File: src/rtl/spi_dac_streamer.sv
// Serial DAC streamer: periodic tick generator, one-entry sample buffer and
// an SPI frame sequencer (SETUP / SHIFT / END) with underrun and overrun pulses.
module spi_dac_streamer #(
   parameter int   WORD_BITS   = 16,
   parameter int   CLK_DIV     = 2,
   parameter int   PERIOD_W    = 21,
   parameter logic CPOL        = 1'b0,
   parameter logic SYNC_ACTIVE = 1'b0
) (
   input  logic                 clk,
   input  logic                 rst,
   input  logic                 enable,
   input  logic [PERIOD_W-1:0]  period,
   input  logic [WORD_BITS-1:0] sample_data,
   input  logic                 sample_valid,
   output logic                 sample_ready,
   output logic                 sync,
   output logic                 sclk,
   output logic                 mosi,
   output logic                 busy,
   output logic                 frame_done,
   output logic                 underrun,
   output logic                 overrun
);

   localparam int DIV_W = (CLK_DIV > 1) ? $clog2(CLK_DIV) : 1;
   localparam int BIT_W = $clog2(WORD_BITS);

   localparam logic [DIV_W-1:0] DIV_LAST = DIV_W'(CLK_DIV - 1);
   localparam logic [BIT_W-1:0] BIT_LAST = BIT_W'(WORD_BITS - 1);

   localparam logic [1:0] S_IDLE  = 2'd0;
   localparam logic [1:0] S_SETUP = 2'd1;
   localparam logic [1:0] S_SHIFT = 2'd2;
   localparam logic [1:0] S_END   = 2'd3;

   logic [PERIOD_W-1:0]  r_count;
   logic                 r_hold_valid;
   logic [WORD_BITS-1:0] r_hold_data;
   logic [WORD_BITS-1:0] r_last_word;
   logic [1:0]           r_state;
   logic [DIV_W-1:0]     r_div;
   logic                 r_half;
   logic [BIT_W-1:0]     r_bit;
   // Bits still to be sent after the one currently on mosi, MSB aligned.
   logic [WORD_BITS-1:0] r_shift;
   logic                 r_sync;
   logic                 r_sclk;
   logic                 r_mosi;
   logic                 r_frame_done;

   logic [PERIOD_W-1:0]  w_period_m1;
   logic                 w_tick;
   logic                 w_idle;
   logic                 w_start;
   logic                 w_consume;
   logic                 w_capture;
   logic [WORD_BITS-1:0] w_load_word;

   assign w_period_m1 = period - 1'b1;
   // ">=" rather than "==" so that shrinking the period never skips a tick.
   assign w_tick      = !rst && enable && (period != '0) && (r_count >= w_period_m1);
   assign w_idle      = (r_state == S_IDLE);
   assign w_start     = w_tick && w_idle;
   assign w_consume   = w_start && r_hold_valid;
   assign w_capture   = sample_valid && !r_hold_valid;
   // An empty buffer at tick time repeats the previous word.
   assign w_load_word = r_hold_valid ? r_hold_data : r_last_word;

   assign sample_ready = ~r_hold_valid;
   assign busy         = !w_idle;
   assign underrun     = w_start && !r_hold_valid;
   assign overrun      = w_tick && !w_idle;
   assign sync         = r_sync;
   assign sclk         = r_sclk;
   assign mosi         = r_mosi;
   assign frame_done   = r_frame_done;

   // Sample-period counter: free-runs while enabled, wraps on each tick.
   always_ff @(posedge clk) begin
      if (rst || !enable || (period == '0)) begin
         r_count <= '0;
      end else if (w_tick) begin
         r_count <= '0;
      end else begin
         r_count <= r_count + 1'b1;
      end
   end

   // One-entry holding buffer; capture and consume are mutually exclusive.
   always_ff @(posedge clk) begin
      if (rst) begin
         r_hold_valid <= 1'b0;
         r_hold_data  <= '0;
         r_last_word  <= '0;
      end else if (w_capture) begin
         r_hold_valid <= 1'b1;
         r_hold_data  <= sample_data;
      end else if (w_consume) begin
         r_hold_valid <= 1'b0;
         r_last_word  <= r_hold_data;
      end
   end

   // Frame sequencer; sync/sclk/mosi are registered with the state they belong to.
   always_ff @(posedge clk) begin
      if (rst) begin
         r_state      <= S_IDLE;
         r_div        <= '0;
         r_half       <= 1'b0;
         r_bit        <= '0;
         r_shift      <= '0;
         r_sync       <= ~SYNC_ACTIVE;
         r_sclk       <= CPOL;
         r_mosi       <= 1'b0;
         r_frame_done <= 1'b0;
      end else begin
         r_frame_done <= 1'b0;
         case (r_state)
            S_IDLE: begin
               if (w_start) begin
                  r_state <= S_SETUP;
                  r_div   <= '0;
                  r_shift <= {w_load_word[WORD_BITS-2:0], 1'b0};
                  r_sync  <= SYNC_ACTIVE;
                  r_sclk  <= CPOL;
                  r_mosi  <= w_load_word[WORD_BITS-1];
               end
            end
            S_SETUP: begin
               if (r_div == DIV_LAST) begin
                  r_state <= S_SHIFT;
                  r_div   <= '0;
                  r_half  <= 1'b0;
                  r_bit   <= '0;
               end else begin
                  r_div <= r_div + 1'b1;
               end
            end
            S_SHIFT: begin
               if (r_div == DIV_LAST) begin
                  r_div <= '0;
                  if (!r_half) begin
                     // Mid-bit edge: the slave samples here.
                     r_half <= 1'b1;
                     r_sclk <= ~CPOL;
                  end else if (r_bit == BIT_LAST) begin
                     r_state      <= S_END;
                     r_half       <= 1'b0;
                     r_sclk       <= CPOL;
                     r_sync       <= ~SYNC_ACTIVE;
                     r_mosi       <= 1'b0;
                     r_frame_done <= 1'b1;
                  end else begin
                     r_bit   <= r_bit + 1'b1;
                     r_half  <= 1'b0;
                     r_sclk  <= CPOL;
                     r_mosi  <= r_shift[WORD_BITS-1];
                     r_shift <= {r_shift[WORD_BITS-2:0], 1'b0};
                  end
               end else begin
                  r_div <= r_div + 1'b1;
               end
            end
            S_END: begin
               if (r_div == DIV_LAST) begin
                  r_state <= S_IDLE;
                  r_div   <= '0;
               end else begin
                  r_div <= r_div + 1'b1;
               end
            end
            default: begin
               r_state <= S_IDLE;
            end
         endcase
      end
   end

endmodule

File: config.mk
export PLATFORM = sky130hd
export DESIGN_NAME = spi_dac_streamer
export DESIGN_NICKNAME = d
export VERILOG_FILES = /design/src/rtl/spi_dac_streamer.sv
export SDC_FILE = /design/constraint.sdc
export NUM_CORES = 1
export LEC_CHECK = 0
export CORE_MARGIN = 3
export CORE_UTILIZATION = 59
export CTS_BUF_LIST = sky130_fd_sc_hd__clkbuf_4
export DETAILED_ROUTE_END_ITERATION = 10
export PLACE_DENSITY = 0.81
export SLEW_MARGIN = 10
export SYNTH_ARGS = -nofsm -noshare
export SYNTH_HDL_FRONTEND = slang
export SYNTH_SLANG_ARGS = --single-unit
File: constraint.sdc
create_clock -name clk -period 5.2 [get_ports clk]
set_input_delay 1.04 -clock clk [delete_from_list [all_inputs] [get_ports clk]]
set_output_delay 1.04 -clock clk [all_outputs]
set_load 0.01 [all_outputs]
==> results.md <==
* Fin cells at about 750
* Seq/Total Area, Yosys at 35.1%
* Largest net degree at the start of global routing at 76
* Detailed Routing Iterations Pass 1 at 4
* Final min period at between 5 and 6 ns
* Core Region at 7410 µm²
* Peak VDD IR at about 0.17 mV
* Slew Limit Headroom at about a quarter
* Antenna diode instance count at 0
* Most frequent cell after synthesis: dfxtp_1
* Clock Path Buffers at 2
* Area occupied by multi-input gates at 2960 µm²
* Number of routed nets with antenna violations at 0
* Max Fclk at approximately 190 MHz
* GPL Wtd Cong at 0.881
* Syn_area_per_cell at 8.26 µm²
* Worst setup margin at 0.0431 ns
* Ports at just under 50
* DR vias/cell at around 5.9
* Wire length of the first global-routing pass at ~20 mm
* Share of the synthesized area in the top cell type at a little over a third
* Port buffer count at between 40 and 50
* Hold Crit Class: flip-flop to flip-flop
* Post-synthesis async set-or-reset flop share at 0%
* Primary FF master, synth: dfxtp_1
* Die height at about 95 µm
* Initial Utilization at 62.4%
* Pwr/cell area at 204 nW/µm²
* Final hold viol count at 0
* Max-slew violation count at 0
* Vias at between 4000 and 5000
* Final core utilization at 78.1%
* Critical path fanouts, max at 2
* # setup viols final at 0
* Mean routed wirelength per cell at 16.5 µm
* Worst-Skew Late Latency at around 0.45 ns
* Unique masters post-synth at 55
* Startpoint Class: input port
* Syn Nets at ~630
* #FFs+latches synth at between 80 and 90
* NumNets Final at ~700
* Die X at ~95 µm
* Synth top cells by count: dfxtp_1, nor2_1, a21oi_1
* Dpl ws at -0.470 ns
* Total power draw at around 0.0012 W
* Synth area leaders: dfxtp_1, ha_1, a21oi_1
* Worst Skew at roughly 0.014 ns
* H-tree level count at 3
* Initial antenna violation count at 0
* Vias in the first global route at roughly 4200
* Placed instance count at 730
* Period utilisation layout at 99.2%
* Yosys warns at 0
* Total GRT Usage at about 28%
* Total gr overflow at 0
* DRC viols at 0
* CTS tree: built
* Mapped Cells at between 500 and 600
* Num rows at 31
* Final setup TNS at 0 ns
* CTS Root Cell: clkbuf_4
* Leakage Power at ~2.3 nW
* Synthesis-to-finish area growth at 25.2%
* Dpl hpwl at approximately 8.5 mm
* Post-synth EDFFs at 0
* Clock-pin slew on the worst setup and hold paths at 0.13 ns
* Die Area at 8940 µm²
* CTS sink cnt at 81
* Worst EP arrival at about 4.1 ns
* Crit path kind: input port to output port
* Outcome: finished, final reports clean
* Share of layout cells above drive strength 1 at 18.2%
* Critical Path RT at approximately 4.2 ns
* Total Wirelength at 12.4 mm
* 1st-iter DRT viols at around 230
* Leading area contributor after synthesis: dfxtp_1
* Fill cells at around 530
* CTS Buf Count at 9
* Measured slew at the worst slew-check pin at between 1 and 1.5 ns
* Worst setup EP type: output port
* Register area at 1620 µm²
* MaxCap Viol Count at 0
* Syn Std Cell Area at ~4600 µm²
-- critical path, stage by stage --
cell           delay (ns)
dlygate4sd2_1        0.25
or4_4                0.55
nor3_4               0.18
nand3_2              0.13
buf_6                0.15
nor4_4               0.18
xnor2_1              0.12
ha_1                 0.33
nand3_2              0.10
nor4_2               0.26
buf_4                0.17
o211ai_1             0.16
nand3_4              0.16
nand2_4              0.07
nor3_2               0.12
buf_2                0.15
-- cell families (layout without fill, tap and decap cells) --
family / count (synthesis) / count (layout) / share of synthesized area, %
AO/OA/AOI/OAI: 108 / 108 / 13.5
XOR/XNOR: 38 / 38 / 7.20
adder cells (fa/ha/maj): 30 / 30 / 8.12
buffers and inverters: 38 / 132 / 3.60
flip-flops: 81 / 81 / 35.1
multiplexers: 32 / 32 / 8.17
AND/OR/NAND/NOR: 233 / 233 / 24.3
-- metal layers --
metal | vias to the layer above | global-route usage [%] | routed length [µm]
li1 | 2145 | - | -
met1 | 2070 | 36.2 | 5360
met2 | 185 | 43.7 | 5950
met3 | 38 | 6.77 | 768
met4 | 0 | 10.8 | 367
met5 | - | 0 | 0
-- report_power, final --
group          leakage (nW)  internal, W  switching [W]  total [W]
logic                  1.58    0.0000703      0.0000744   0.000145
clock network        0.0761     0.000151       0.000244   0.000395
registers             0.655     0.000629     0.00000950   0.000639
total                  2.31     0.000851       0.000328    0.00118
-- layout make-up --
class | count | share of cell area, %
clock buffer | 9 | 1.17
timing repair buffer | 104 | 15.4
multi-input combinational | 441 | 51.2
clock inverter | 7 | 1.36
tap | 99 | 2.14
inverter | 12 | 0.778
sequential | 81 | 28.0
-- metrics by stage --
| stage | instance area (µm²) | hold slack [ns] |
|---|---|---|
| final | 5790 | 0.486 |
| after global routing | 5790 | 0.513 |
| after CTS | 5690 | 0.483 |
| after detailed placement | 5470 | 0.455 |
| after global placement | 5470 | 0.450 |
| after floorplan | 4620 | 0.430 |
-- cells in the final DEF, fill, tap and decap left out, types with 2 or more instances in the layout --
cell type and instances:
nor3_1 10, inv_1 12, clkbuf_4 9, a31oi_1 3, mux2i_1 16, nor2_2 2
a21oi_1 61, nor2_1 71, o21ai_0 24, mux2_4 10, nand3_4 2, dfxtp_1 81
buf_2 3, clkdlybuf4s50_1 37, clkinv_4 2, nand3_1 32, buf_4 55, and4_1 2
dlymetal6s2s_1 3, nor3_2 5, nor4_2 4, nand2_1 55, ha_1 30, nor4_1 4
nor2b_1 16, o21bai_1 2, dlygate4sd2_1 5, mux2_2 6, nand4_1 7, xnor2_1 21
xor2_1 17, and3_1 7, nand3_2 4
-- path summary, 6_finish.rpt --
check | slack [ns] | endpoint | startpoint | cells after the start
min | 0.49 | r_last_word[1] | r_last_word[1] | 2
max reg2reg | 2.33 | r_shift[2] | r_count[17] | 10
max | 0.04 | underrun | period[12] | 16
min reg2reg | 0.49 | r_last_word[1] | r_last_word[1] | 2
-- what timing repair did --
action,in CTS,in global routing
hold buffers,0,0
pin swaps,12,12
setup endpoints to repair,2,2
resized for setup,27,14
buffers inserted,3,4
-- flip-flops by register name, summed over array words and instances (netlist names), 2 cells and up --
register	flops
r_bit	4
r_count	21
r_hold_data	16
r_last_word	16
r_shift	15
r_state	2
Power figures use the tool's default switching activity.
